--- src/rtl/uart_rx_deframe_fifo.sv ---
// Captures each SIPO frame once on the rising edge of recieved_flag, checks start/stop/parity and queues the payload in a FWFT FIFO.
// Latency: byte readable two edges after the flag is first sampled; a write into a full FIFO without a same-cycle pop is dropped and flags overrun.
module uart_rx_deframe_fifo #(
    parameter int DEPTH      = 8,
    parameter bit PARITY_EN  = 1'b1,
    parameter bit PARITY_ODD = 1'b0,
    parameter bit DROP_BAD   = 1'b1
) (
    input  logic                         baud_clk,
    input  logic                         reset,
    input  logic [10:0]                  data_parll,
    input  logic                         recieved_flag,
    output logic [7:0]                   rd_data,
    output logic                         rd_valid,
    input  logic                         rd_ready,
    output logic [$clog2(DEPTH+1)-1:0]   fifo_count,
    output logic                         parity_err,
    output logic                         frame_err,
    output logic                         overrun,
    input  logic                         clr_status
);
    localparam int AW = $clog2(DEPTH);
    localparam int CW = $clog2(DEPTH + 1);

    logic          flag_prev;
    logic          capture;
    logic          s1_valid;
    logic          s1_ferr;
    logic          s1_perr;
    logic [7:0]    s1_data;

    logic [7:0]    mem [DEPTH];
    logic [AW-1:0] wr_ptr;
    logic [AW-1:0] rd_ptr;
    logic [CW-1:0] count;
    logic          empty;
    logic          full;
    logic          bad;
    logic          wr_req;
    logic          do_wr;
    logic          pop;

    // flag_prev resets high so a flag already asserted out of reset is not taken as a new frame
    assign capture = recieved_flag & ~flag_prev;

    always_ff @(posedge baud_clk) begin
        if (reset) begin
            flag_prev <= 1'b1;
            s1_valid  <= 1'b0;
            s1_data   <= 8'h00;
            s1_ferr   <= 1'b0;
            s1_perr   <= 1'b0;
        end else begin
            flag_prev <= recieved_flag;
            s1_valid  <= capture;
            if (capture) begin
                s1_data <= data_parll[8:1];
                s1_ferr <= data_parll[0] | ~data_parll[10];
                s1_perr <= PARITY_EN & ((^data_parll[9:1]) != PARITY_ODD);
            end
        end
    end

    assign empty  = (count == '0);
    assign full   = (count == CW'(DEPTH));
    assign bad    = s1_ferr | s1_perr;
    assign wr_req = s1_valid & ~(DROP_BAD & bad);
    assign pop    = ~empty & rd_ready;
    // a pop frees the slot in the same cycle, so full only blocks a write with no pop
    assign do_wr  = wr_req & (~full | pop);

    always_ff @(posedge baud_clk) begin
        if (reset) begin
            wr_ptr <= '0;
            rd_ptr <= '0;
            count  <= '0;
        end else begin
            if (do_wr) wr_ptr <= wr_ptr + 1'b1;
            if (pop)   rd_ptr <= rd_ptr + 1'b1;
            case ({do_wr, pop})
                2'b10:   count <= count + 1'b1;
                2'b01:   count <= count - 1'b1;
                default: count <= count;
            endcase
        end
    end

    always_ff @(posedge baud_clk) begin
        if (do_wr) mem[wr_ptr] <= s1_data;
    end

    // sticky flags: a new event outranks a simultaneous clear
    always_ff @(posedge baud_clk) begin
        if (reset) begin
            parity_err <= 1'b0;
            frame_err  <= 1'b0;
            overrun    <= 1'b0;
        end else begin
            parity_err <= (parity_err & ~clr_status) | (s1_valid & s1_perr);
            frame_err  <= (frame_err  & ~clr_status) | (s1_valid & s1_ferr);
            overrun    <= (overrun    & ~clr_status) | (wr_req & full & ~pop);
        end
    end

    assign rd_valid   = ~empty;
    assign rd_data    = empty ? 8'h00 : mem[rd_ptr];
    assign fifo_count = count;

endmodule
--- config.mk ---
export PLATFORM = sky130hd
export DESIGN_NAME = uart_rx_deframe_fifo
export DESIGN_NICKNAME = d
export VERILOG_FILES = /design/src/rtl/uart_rx_deframe_fifo.sv
export SDC_FILE = /design/constraint.sdc
export NUM_CORES = 1
export LEC_CHECK = 0
export CAP_MARGIN = 20
export CORE_MARGIN = 8
export CORE_UTILIZATION = 51
export CTS_CLUSTER_SIZE = 25
export DETAILED_ROUTE_END_ITERATION = 10
export HOLD_SLACK_MARGIN = 0.15
export PLACE_DENSITY = 0.73
export REMOVE_ABC_BUFFERS = 1
export SYNTH_ARGS = -nofsm -noshare
export SYNTH_HDL_FRONTEND = slang
export SYNTH_SLANG_ARGS = --single-unit
--- constraint.sdc ---
create_clock -name baud_clk -period 2.3 [get_ports baud_clk]
set_input_delay 0.345 -clock baud_clk [delete_from_list [all_inputs] [get_ports baud_clk]]
set_output_delay 0.345 -clock baud_clk [all_outputs]
set_load 0.01 [all_outputs]
==> results.json <==
{
  "status": "finished, final reports clean",
  "critPathLaunchType": "register",
  "numClockSinks": 92,
  "final_area_um2": 4480,
  "netlist-cell-type-count": 42,
  "drt-initial-drc-count": 105,
  "yosys_warnings": 0,
  "leakagePower_nw": 1.53,
  "clockBufferDepth": 2,
  "endpoint_kind": "output pin",
  "cap_viol_max_count": 0,
  "layout-drive-gt1-share_pct": 20.4,
  "hpwlAfterDp_um": 4790,
  "synth.most_common_cell": "edfxtp_1",
  "drc": 0,
  "routedWlPerCell_um": 16.8,
  "postSynthCellCount": 257,
  "cpPeakStageDelay_ps": 420,
  "drt_first_pass_iters": 4,
  "finalClockSkew_ps": 5.83,
  "min_period_over_period_pct": 97.0,
  "start_util_pct": 52.3,
  "slew_violations": 0,
  "num_rows": 31,
  "drtAntennaViolNets": 0,
  "required_ps": 1960,
  "hold_end": "overrun$_SDFF_PP0_",
  "hold_start": "overrun$_SDFF_PP0_",
  "core_area_um2": 7180,
  "grt_pass1_vias": 2169,
  "power_density_nw_per_um2": 717,
  "antenna_found_initial": 0,
  "syn_area_um2": 3750,
  "syn_avg_cell_area_um2": 14.6,
  "grt_setup_unrepaired": "true",
  "reg2reg_to": "fifo_count[2]$_SDFFE_PP0P_",
  "die_height_um": 102,
  "insertedDiodeCount": 0,
  "async_flop_share_pct": 0,
  "crit_arrival_ps": 1890,
  "insertion_delay_ps": 340,
  "yosysTopAreaCellShare_pct": 51.3,
  "numCtsBuffers": 9,
  "slew-limit-headroom_pct": 60.2,
  "ys_seq_elements": 92,
  "cpLargestDelayFamily": "buffers and inverters",
  "io_pins": 32,
  "nNetsFinal": 327,
  "overflow": 0,
  "timing_worst_setup_path_type": "reg -> out",
  "min_path_cells": 2,
  "setup_total_negative_slack_ps": 0,
  "htree_levels": 3,
  "clk_pin_slew_ps": 90,
  "critPathLaunch": "fifo_count[0]$_SDFFE_PP0P_",
  "grt_pass1_wl_um": 11200,
  "clock-root-buffer": "clkbuf_8",
  "dieArea_um2": 10400,
  "gp_congestion": 0.782,
  "vias": 2158,
  "worstMarginPinSlew_ps": 596,
  "wl_um": 6920,
  "grt_max_degree": 17,
  "cts_tree": "done",
  "finalCriticalPeriod_ps": 2230,
  "cp_slowest_cell": "or3_4",
  "max_freq_mhz": 448,
  "area_growth_syn_to_layout_pct": 19.5,
  "synth_largest_area_cell": "edfxtp_1",
  "synth_common_cells": "edfxtp_1 (64), dfxtp_1 (28), nand2_1 (27)",
  "rrSetupSlack_ps": 110,
  "portBuffers": 31,
  "track_usage_pct": 14.5,
  "synth_edf_count": 64,
  "dpl-instance-area_um2": 4280,
  "ys_top_cells_by_area": "edfxtp_1 (51%), dfxtp_1 (15%), mux4_2 (9.6%), nand2_1 (2.7%), nor2_1 (2.2%)",
  "cp_max_fo": 12,
  "setup_viol": 0,
  "synth_top_flop_cell": "edfxtp_1",
  "crit_buf_inv": 3,
  "path_cells": "buf_4, or3_4, nor2_4, buf_6, nor2_1, dlygate4sd2_1",
  "fp.dieW_um": 102,
  "hold_class": "reg -> reg",
  "r2r.worst_path.cells": 8,
  "hold_violations": 0,
  "ys_seq_area_share_pct": 66.2,
  "vdd_drop_max_v": 0.000447,
  "vias_per_cell": 5.24,
  "rr_startpoint": "fifo_count[3]$_SDFFE_PP0P_",
  "whs_ps": 494
}
[registers in the layout (all words and copies together), names as in the netlist, named ones only]
| name | count |
|---|---|
| s1_perr | 1 |
| s1_valid | 1 |
| fifo_count | 4 |
| s1_ferr | 1 |
| frame_err | 1 |
| parity_err | 1 |
| s1_data | 8 |
| flag_prev | 1 |
| rd_ptr | 3 |
| wr_ptr | 3 |
| mem | 64 |
| overrun | 1 |
[per-stage QoR]
step | total power [mW] | utilization (%) | std cells | setup slack (ps)
4_1_cts | 3.24 | 62.4 | 412 | 53.2
5_1_grt | 3.35 | 62.4 | 412 | -11.8
2_1_floorplan | 2.09 | - | 243 | 115
3_3_place_gp | 2.29 | 59.7 | 395 | 91.9
3_5_place_dp | 2.30 | 59.7 | 395 | 15.7
6_report | 3.21 | 62.4 | 412 | 68.0
[logic make-up (layout without fill, tap and decap cells)]
family	count (synthesis)	in the layout	share of synthesized area [%]
xor gates and xnor gates	11	11	2.94
muxes	24	24	11.7
DFF	92	92	66.2
AOI/OAI and AO/OA	29	29	5.27
and+or+nand+nor	81	81	10.7
adders and majority gates	3	3	1.00
buffers and inverters	17	73	2.14
[cells in the final DEF, fill, tap and decap left out, drive strengths merged, types with 4 or more instances in the layout]
master and count:
nand2b 4, mux2i 8, dfxtp 28, mux4 16, inv 5, nor2 24, buf 23, nand2 27
nand3b 4, clkdlybuf4s50 22, nor3 8, clkbuf 10, edfxtp 64, a21oi 13, xnor2 5, xor2 5
o21ai 5, dlygate4sd2 9
[routing by layer]
metal | GRT usage [%] | part of all wire, % | vias up | wire, µm
li1 | - | - | 1067 | -
met1 | 17.6 | 46 | 1043 | 3150
met4 | 6.53 | 0.51 | 0 | 35
met2 | 24.4 | 50 | 46 | 3470
met5 | 0 | 0 | - | 0
met3 | 2.89 | 3.6 | 2 | 252
[worst max-delay path by stage]
| stage | to | slack, ps | cells after the start |
|---|---|---|---|
| floorplan | fifo_count[2]$_SDFFE_PP0P_ | 110 | 8 |
| global placement | fifo_count[2]$_SDFFE_PP0P_ | 90 | 9 |
| detailed placement | fifo_count[2]$_SDFFE_PP0P_ | 20 | 9 |
| CTS | rd_data[5] | 50 | 5 |
| global route | fifo_count[2]$_SDFFE_PP0P_ | -10 | 8 |
| finish | rd_data[3] | 70 | 6 |
[worst min-delay path: stages, from the launching register on]
cell and delay (ps):
dfxtp_1 340, a32oi_1 50, nor2_1 70
[cell type report]
type	instances	area, µm²
fill	545	2700
sequential	92	2490
multi-input combinational	148	1200
timing repair buffer	54	487
clock buffer	10	128
tap	99	124
clock inverter	6	47.5
inverter	3	11.3
[power breakdown]
part           switching [mW]  internal, mW
registers              0.0306          1.79
clock network           0.549         0.402
logic                   0.206         0.239
total                   0.785          2.43
[what timing repair did]
item | CTS | global route
hold buffers | 0 | 0
gates cloned | 1 | 0
hold endpoints to repair | 0 | 0
gates resized for setup | 17 | 1
setup buffers | 0 | 0
setup endpoints to repair | 9 | 5
Power figures use the tool's default switching activity.
